**config.mk**
```make
export PLATFORM = sky130hd
export DESIGN_NAME = fifo_port_arbiter
export DESIGN_NICKNAME = d
export VERILOG_FILES = /design/src/rtl/fifo_port_arbiter.sv
export SDC_FILE = /design/constraint.sdc
export NUM_CORES = 1
export LEC_CHECK = 0
export CORE_MARGIN = 1
export CORE_UTILIZATION = 44
export CTS_CLUSTER_SIZE = 12
export DETAILED_ROUTE_END_ITERATION = 12
export PLACE_DENSITY = 0.91
export SYNTH_ARGS = -nofsm -noshare
export SYNTH_HDL_FRONTEND = slang
export SYNTH_SLANG_ARGS = --single-unit
```
**constraint.sdc**
```tcl
create_clock -name clk -period 10.1 [get_ports clk]
set_clock_uncertainty 0.1 [all_clocks]
set_input_delay 2.02 -clock clk [delete_from_list [all_inputs] [get_ports clk]]
set_output_delay 2.02 -clock clk [all_outputs]
set_load 0.005 [all_outputs]
```
**src/rtl/fifo_port_arbiter.sv**
```systemverilog
// Round-robin arbiter sharing fifo_top's write port among NUM_REQ producers and gating reads via a shadow count; all outputs registered, 1-cycle latency.
// Never writes when full or reads when empty. FIFO_ARB_PRIO0_EN gives requester 0 strict priority over the round robin.
module fifo_port_arbiter #(
  parameter int NUM_REQ = 4,
  parameter int DW      = 8,
  parameter int DEPTH   = 16,
  parameter int CW      = 5
) (
  input  logic                  clk,
  input  logic                  rst,
  input  logic                  en,
  input  logic [NUM_REQ-1:0]    wr_req,
  input  logic [NUM_REQ*DW-1:0] wr_data,
  output logic [NUM_REQ-1:0]    wr_gnt,
  input  logic                  rd_req,
  output logic                  rd_gnt,
  output logic                  fifo_write_signal,
  output logic                  fifo_read_signal,
  output logic [DW-1:0]         fifo_data_in,
  output logic [CW-1:0]         count,
  output logic                  full,
  output logic                  empty
);

  localparam int PW = (NUM_REQ > 1) ? $clog2(NUM_REQ) : 1;

  logic [NUM_REQ-1:0] r_wr_gnt;
  logic               r_rd_gnt;
  logic               r_wr_sig;
  logic               r_rd_sig;
  logic [DW-1:0]      r_data;
  logic [CW-1:0]      r_count;
  logic               r_full;
  logic               r_empty;
  logic [PW-1:0]      r_rr_ptr;

  logic               w_rr_hit;
  logic [PW-1:0]      w_rr_idx;
  logic [PW-1:0]      w_cand;
  logic               w_prio_hit;
  logic               w_wr_ok;
  logic               w_rd_ok;
  logic [PW-1:0]      w_gnt_idx;
  logic [PW-1:0]      w_ptr_nxt;
  logic [NUM_REQ-1:0] w_gnt_vec;
  logic [CW-1:0]      w_cnt_nxt;

  // Ascending search from r_rr_ptr with wrap; first requesting index wins.
  always_comb begin
    w_rr_hit = 1'b0;
    w_rr_idx = '0;
    w_cand   = '0;
    for (int off = 0; off < NUM_REQ; off++) begin
      if (int'(r_rr_ptr) + off >= NUM_REQ) w_cand = PW'(int'(r_rr_ptr) + off - NUM_REQ);
      else                                 w_cand = PW'(int'(r_rr_ptr) + off);
      if (!w_rr_hit && wr_req[w_cand]) begin
        w_rr_hit = 1'b1;
        w_rr_idx = w_cand;
      end
    end
  end

`ifdef FIFO_ARB_PRIO0_EN
  assign w_prio_hit = wr_req[0];
`else
  assign w_prio_hit = 1'b0;
`endif

  assign w_wr_ok   = en && (|wr_req) && (r_count < CW'(DEPTH));
  assign w_rd_ok   = en && rd_req && (r_count != '0);
  assign w_gnt_idx = w_prio_hit ? '0 : w_rr_idx;
  assign w_ptr_nxt = (w_rr_idx == PW'(NUM_REQ - 1)) ? '0 : w_rr_idx + 1'b1;
  assign w_gnt_vec = w_wr_ok ? (NUM_REQ'(1) << w_gnt_idx) : '0;

  always_comb begin
    w_cnt_nxt = r_count;
    case ({w_wr_ok, w_rd_ok})
      2'b10:   w_cnt_nxt = r_count + 1'b1;
      2'b01:   w_cnt_nxt = r_count - 1'b1;
      default: w_cnt_nxt = r_count;
    endcase
  end

  always_ff @(posedge clk) begin
    if (rst) begin
      r_wr_gnt <= '0;
      r_rd_gnt <= 1'b0;
      r_wr_sig <= 1'b0;
      r_rd_sig <= 1'b0;
      r_data   <= '0;
      r_count  <= '0;
      r_full   <= 1'b0;
      r_empty  <= 1'b1;
      r_rr_ptr <= '0;
    end else begin
      r_wr_gnt <= w_gnt_vec;
      r_rd_gnt <= w_rd_ok;
      r_wr_sig <= w_wr_ok;
      r_rd_sig <= w_rd_ok;
      r_count  <= w_cnt_nxt;
      r_full   <= (w_cnt_nxt == CW'(DEPTH));
      r_empty  <= (w_cnt_nxt == '0);
      if (w_wr_ok) r_data <= wr_data[w_gnt_idx*DW +: DW];
      // A strict-priority grant to index 0 leaves the rotation untouched.
      if (w_wr_ok && !w_prio_hit) r_rr_ptr <= w_ptr_nxt;
    end
  end

  assign wr_gnt            = r_wr_gnt;
  assign rd_gnt            = r_rd_gnt;
  assign fifo_write_signal = r_wr_sig;
  assign fifo_read_signal  = r_rd_sig;
  assign fifo_data_in      = r_data;
  assign count             = r_count;
  assign full              = r_full;
  assign empty             = r_empty;

endmodule

```
==> results.sh <==
export IMPL_cp_end_kind="register"
export IMPL_period_share=0.499
export IMPL_syn_cell_area_sq_um=1320
export IMPL_drtPass1Iterations=8
export IMPL_vias=1301
export IMPL_grt_start_max_net_pins=21
export IMPL_status="finished, violations left"
export IMPL_worstReg2RegStart="count[0]"
export IMPL_antenna_cells=0
export IMPL_multi_input_area_sq_um=742
export IMPL_final_common_cell="clkdlybuf4s50_1"
export IMPL_grt_pass1_vias=1274
export IMPL_sw_frac_of_total=0.332
export IMPL_fin_util=0.686
export IMPL_power_uw=271
export IMPL_hold_class="register to register"
export IMPL_p_comb_frac=0.416
export IMPL_final_cell_mix="clkdlybuf4s50_1, dfxtp_1, mux2i_1"
export IMPL_cts_tree="built"
export IMPL_ys_seq_area_frac=0.348
export IMPL_die_width_um=56.8
export IMPL_grt_usage=0.237
export IMPL_nets=247
export IMPL_drt_total_wl_um=3610
export IMPL_final_setup_viol_count=0
export IMPL_finalWorstPathRequiredPeriod_ns=5.04
export IMPL_core_sq_um=2810
export IMPL_p_clk_frac=0.164
export IMPL_register_area_sq_um=460
export IMPL_cts_root_buf="clkbuf_4"
export IMPL_slew_headroom=0.301
export IMPL_netlist_instances=144
export IMPL_dp_cells=228
export IMPL_dpl_hpwl_um=2800
export IMPL_max_freq_mhz=198
export IMPL_setup_tns_final_ns=0
export IMPL_placed_area_sq_um=1900
export IMPL_crit_fanout=8
export IMPL_grtUsageMet1=0.285
export IMPL_rsz0062_at_grt="no"
export IMPL_grt_most_used_layer="met2"
export IMPL_slew_violations=0
export IMPL_stdcell_area_sq_um=1930
export IMPL_ctsResizeCount=0
export IMPL_start_kind="input pin"
export IMPL_arrival_ns=5.16
export IMPL_rows=19
export IMPL_violations="design-rule violations"
export IMPL_die_area_sq_um=3230
export IMPL_power_frac_seq=0.420
export IMPL_synth_edf_count=0
export IMPL_post_cts_buffers=0
export IMPL_grt_overflow_total=0
export IMPL_synth_flop_cell="dfxtp_1"
export IMPL_path_class="input pin to register"
export IMPL_wl_per_cell_um=15.6
export IMPL_hold_viol=0
export IMPL_ff2ff_path_depth=9
export IMPL_syn_to_final_growth_pct=45.6
export IMPL_synthesis_nets=189
export IMPL_leakagePower_nw=0.756
export IMPL_ys_seq_elements=23
export IMPL_powerDensity_nw_per_um2=141
export IMPL_finalNonFillerCells=232
export IMPL_use_met3=0.0346
export IMPL_grtUsageMet2=0.432
export IMPL_synth_avg_cell_area_sq_um=9.18
export IMPL_ys_types=46
export IMPL_hold_path_depth=2
export IMPL_timing_rr_end="empty"
export IMPL_antenna_left=0
export IMPL_hold_end="fifo_data_in[6]"
export IMPL_cp_required_ns=10.22
export IMPL_ios=62
export IMPL_postCtsHoldBufs=0
export IMPL_grt_pass1_wl_um=5920
export IMPL_vdd_drop_max_mv=0.0755
export IMPL_drt_iter0_drc=95
export IMPL_cts_sinks=23
export IMPL_p_int_uw=181
export IMPL_hp_start="fifo_data_in[6]"
export IMPL_maxCapViolCount=0
export IMPL_worst_pin_slew_ns=1.05
export IMPL_antenna_found_initial=0
export IMPL_gp_congestion=0.908
export IMPL_via_per_inst=5.61
export IMPL_p_switching_uw=89.9
export IMPL_htree_levels=1
export IMPL_cts_inserted_buffers=3
export IMPL_cts_buffer_depth=2
export IMPL_clk_latency_ns=0.31
export IMPL_drc=2
export IMPL_port_buffers=61
export IMPL_rrSetupSlack_ns=7.16
export IMPL_synthArstFlopShare=0
export IMPL_layout_drive_gt1_share=0.0498
export IMPL_clkSlewWorstSetupHoldPaths_ns=0.14
export IMPL_nFillCells=220
export IMPL_die_h_um=56.8
export IMPL_yosys_warnings=0
export IMPL_initial_core_util=0.471
-- worst max path at each step --
stage                         start    end  slack (ns)  cells after the start
after global placement    wr_req[0]  empty        4.91                     12
after CTS                 wr_req[0]  empty        5.09                     12
final                     wr_req[0]  empty        5.06                     12
after floorplan           wr_req[0]  empty        5.43                     12
after global routing      wr_req[0]  empty        4.97                     12
after detailed placement  wr_req[1]  empty        4.76                     12
-- area by class of cell --
class / count / area share
Multi-Input combinational cell: 102 / 0.385
Tap cell: 31 / 0.0201
Timing Repair Buffer: 61 / 0.317
Sequential cell: 23 / 0.239
Inverter: 11 / 0.0240
Clock buffer: 3 / 0.0117
Clock inverter: 1 / 0.00260
-- through the flow --
stage / worst slack [ns] / hold slack (ns)
after floorplan: 5.43 / 0.357
after global placement: 4.91 / 0.345
after detailed placement: 4.76 / 0.357
after CTS: 5.09 / 0.389
after global routing: 4.97 / 0.419
final: 5.06 / 0.384
-- per-layer routing --
| metal | share of wire | vias to the layer above |
|---|---|---|
| met3 | 0.044 | 2 |
| met1 | 0.41 | 623 |
| li1 | - | 631 |
| met2 | 0.53 | 45 |
| met4 | 0.0083 | 0 |
| met5 | 0 | - |
-- sequential cells by signal, indices dropped and copies added, names as in the netlist, named ones only --
signal,count
wr_gnt,4
empty,1
count,5
fifo_write_signal,1
fifo_read_signal,1
full,1
r_rr_ptr,1
fifo_data_in,8
-- power groups by stage --
stage                     Clock (mW)  Combinational [mW]  Sequential (mW)
after detailed placement           0               0.111            0.115
after global placement             0               0.107            0.115
after floorplan                    0              0.0632            0.114
final                         0.0445               0.113            0.114
after global routing          0.0496               0.123            0.115
after CTS                     0.0446               0.112            0.114
-- cells by family (layout without fill, tap and decap cells) --
| kind of cell | count (synthesis) | count (layout) | synth area share |
|---|---|---|---|
| AND/OR/NAND/NOR | 40 | 40 | 0.165 |
| AO/OA/AOI/OAI | 35 | 35 | 0.181 |
| flip-flops | 23 | 23 | 0.348 |
| buffers and inverters | 19 | 76 | 0.0908 |
| multiplexers | 17 | 17 | 0.129 |
| adder cells (fa/ha/maj) | 6 | 6 | 0.0606 |
| XOR/XNOR | 4 | 4 | 0.0265 |
-- cell usage after synthesis (3+ instances only) --
cell,number,share of area
dfxtp_1,23,0.35
mux2i_1,17,0.13
nand2_1,12,0.034
a21oi_1,10,0.038
inv_1,10,0.028
nor2_1,10,0.028
o221ai_1,8,0.053
ha_1,4,0.038
nor2b_1,3,0.014
o21ai_0,3,0.011
-- critical path, stage by stage --
cell	delay (ns)
clkdlybuf4s50_1	0.53
or4_1	0.55
and3_4	0.22
clkinv_4	0.06
ha_1	0.26
inv_1	0.11
fa_1	0.41
nor2b_1	0.13
o21ai_1	0.09
nor4b_1	0.16
or4_1	0.48
o211a_1	0.14
No activity file was read; power rests on OpenSTA's default activity.
==> patch 1: new RTL, same settings <==
Change the parameter `DW` from 8 to 9.
--- a/src/rtl/fifo_port_arbiter.sv
+++ b/src/rtl/fifo_port_arbiter.sv
@@ -2,7 +2,7 @@
 // Never writes when full or reads when empty. FIFO_ARB_PRIO0_EN gives requester 0 strict priority over the round robin.
 module fifo_port_arbiter #(
   parameter int NUM_REQ = 4,
-  parameter int DW      = 8,
+  parameter int DW      = 9,
   parameter int DEPTH   = 16,
   parameter int CW      = 5
 ) (
Ports: changed (resized fifo_data_in and wr_data); port bits go from 62 to 67. The function was not compared with the original's and may differ.
==> patch 1 against the original RTL <==
  * The run still ends with design-rule violations left
  * Core utilization rose by 3.9 points
  * Routed wire length rose by 4.3%
  * Cell area rose by 7.4%
  * Sequential cell count rose by 1
  * Count of clock-buffer cells in the layout did not move
  * Combinational power fell by 7%
  * Setup slack improved by 0.57 ns
  * Synthesized area rose by 3.8%
  * Power rose by 7.1%
  * Register-to-register slack improved by 0.27 ns
  * Sequential share of layout area fell by 0.68 points
  * Cell count rose by 3.0%
  * Critical endpoint unchanged
  * Largest cell class unchanged
  * Largest power group unchanged
  * Highest routed layer unchanged
==> patch 1: results (changes against the original RTL) <==
Status: finished, violations left
Failing checks: design-rule violations
Worst VDD drop: 0.0760 mV (+0.68%)
Detail Route met3 WL: 122 microns (-24%)
Arrival @ worst endpoint: 4.63 ns (-0.53 ns)
DR WL/cell: 15.8 microns (+1.3%)
Largest delay share family, worst path: adder cells
Met3 GRT Util: 0.0379 (+0.00338)
Met1 usage: 0.261 (-0.0232)
R2R Path Start: count[4]$_SDFF_PP0_
Metal-1 WL: 1.50 mm (+0.20%)
Post-route DRC violation count: 2 (unchanged)
Placed Instances: 235 (+3.1%)
Area contributors post-synth: dfxtp_1 (35%), mux2i_1 (15%), o221ai_2 (8.8%)
Worst-Margin Slew: 0.867 ns (-0.181 ns)
Largest register FFs: 9 (+1)
P_leak: 0.845 nW (+12%)
HPWL after DPL: 2.96 mm (+5.8%)
Min cycle time layout: 4.47 ns (-0.569 ns)
DR WL met2: 2.07 mm (+7.4%)
Worst reg2reg path depth: 10 (+1)
Crit path launch: wr_req[1]
Via density: 5.54 (-1.3%)
Commonest cells post-synth: dfxtp_1 (24), mux2i_1 (20), nor2_1 (18)
Met2 usage: 0.425 (-0.00669)
Nets: 258 (+4.5%)
Worst slack, placed: 5.34 ns (+0.578 ns)
Synthesized Nets: 195 (+3.2%)
Hold slack final: 0.392 ns (+0.00808 ns)
Number of fill cells: 208 (-5.5%)
IO Port Bufs: 66 (+8.2%)
Slowest CP cell: clkdlybuf4s50_1
Tot GR Track Use: 0.232 (-0.00548)
Layout cells sized above 1: 0.0721 (+0.0224)
## patch 1: area by class of cell
class                      instances  area (sq um)  area share
timing repair buffer              66           661       0.319
inverter                           7          26.3      0.0127
clock buffer                       3          22.5      0.0109
multi-input combinational        107           810       0.391
clock inverter                     1          30.0      0.0145
sequential                        24           480       0.232
tap                               31          38.8      0.0188
## patch 1: cells by family after synthesis
group	synth area share
simple gates	0.154
buf+inv	0.0602
mux	0.146
fa+ha+maj	0.0583
xor+xnor	0.0191
flops	0.350
compound gates	0.212
## patch 1: power breakdown
group          internal, mW  total (mW)  leakage, nW  switching (mW)
registers             0.106       0.115        0.197         0.00967
clock network        0.0402      0.0702       0.0279          0.0300
logic                0.0598       0.105        0.620          0.0452
## patch 1: worst paths after layout
check,to
setup / recovery,empty$_SDFF_PP1_
hold / removal,fifo_data_in[7]$_SDFFE_PP0P_
setup reg to reg,empty$_SDFF_PP1_
hold reg to reg,fifo_data_in[7]$_SDFFE_PP0P_
==> patch 2: new RTL, same settings <==
Made on the original files. Register the output `count` once more, with the module's reset; this adds one clock of latency there. The other outputs are not delayed to match. Comments in the files are not updated.
--- a/src/rtl/fifo_port_arbiter.sv
+++ b/src/rtl/fifo_port_arbiter.sv
@@ -111,7 +111,13 @@
   assign fifo_write_signal = r_wr_sig;
   assign fifo_read_signal  = r_rd_sig;
   assign fifo_data_in      = r_data;
-  assign count             = r_count;
+  always_ff @(posedge clk) begin
+    if (rst) begin
+      count <= '0;
+    end else begin
+      count <= r_count;
+    end
+  end
   assign full              = r_full;
   assign empty             = r_empty;
 
Check against the original RTL: not equivalent (Yosys sat finds a counterexample within 4 cycles, from zero or initial values and one cycle with rst high).
==> patch 2 against the original RTL <==
  * Sequential share of layout area increased by 2.9 points
  * Sequential cell count is 5 higher
  * Setup slack got worse by 0.015 ns
  * Routed wire length shrank 4.1%
  * Cell area grew 8.8%
  * Via count rose by 1.9%
  * Synthesized area is 8.3% higher
  * Power rose by 18%
  * Critical endpoint unchanged
==> patch 2: results (changes against the original RTL) <==
Arrival @ worst endpoint: 5.21 ns (+0.05 ns)
Area contributors post-synth: dfxtp_1 (39%), mux2i_1 (12%), o221ai_1 (4.9%)
HPWL after DPL: 2.61 mm (-6.8%)
Worst VDD drop: 0.0841 mV (+11%)
Iteration-0 DRC Markers: 73 (-23%)
Placed cell areas: 0.00204 sq mm (+7.6%)
Final GP Congestion: 0.882 (-2.9%)
Synthesized Nets: 200 (+5.8%)
DR WL/cell: 13.5 microns (-13%)
Vias in the first global route: 1240 (-2.7%)
Status: complete, no violations
Top cell type's share of synthesized area: 0.391 (+0.0431)
Hold slack final: 0.390 ns (+0.00649 ns)
R2R Path Start: r_count[0]$_SDFF_PP0_
Rel. slew slack: 0.295 (-0.00653)
Sequential-to-total area share from yosys stat: 0.391 (+0.0431)
Worst path max stage delay: 0.57 ns (+0.02 ns)
Seq area share: 0.268 (+0.0285)
ClkCell Share: 0.0251 (+0.0108)
Min-delay src: fifo_data_in[5]$_SDFFE_PP0N_
Via density: 5.18 (-7.6%)
Hold EP: fifo_data_in[5]$_SDFFE_PP0N_
Netlist cell types: 44 (-4.3%)
NonClk Buf Share: 0.292 (-0.0256)
DR WL met2: 1.70 mm (-12%)
Post-route cell area: 0.00209 sq mm (+8.8%)
Comb_multi_in: 108 (+5.9%)
patch 2: logic make-up after synthesis:
logic type | share of synthesized area
AO/OA/AOI/OAI | 0.167
adder cells (fa/ha/maj) | 0.0559
multiplexers | 0.119
AND/OR/NAND/NOR | 0.171
XOR/XNOR | 0.0245
flip-flops | 0.391
buffers and inverters | 0.0716
patch 2: how the worst max path moves through the flow:
stage / start / endpoint / cells after the start
after floorplan: wr_req[0] / empty$_SDFF_PP1_ / 12
after global placement: wr_req[0] / empty$_SDFF_PP1_ / 12
after detailed placement: wr_req[0] / empty$_SDFF_PP1_ / 12
after CTS: wr_req[0] / empty$_SDFF_PP1_ / 12
after global routing: wr_req[0] / empty$_SDFF_PP1_ / 12
final: wr_req[1] / empty$_SDFF_PP1_ / 12
patch 2: layer usage:
metal | GRT usage | up-vias
li1 | - | 664
met1 | 0.260 | 620
met2 | 0.346 | 37
met3 | 0.0371 | 5
met4 | 0.0986 | 0
met5 | 0 | -
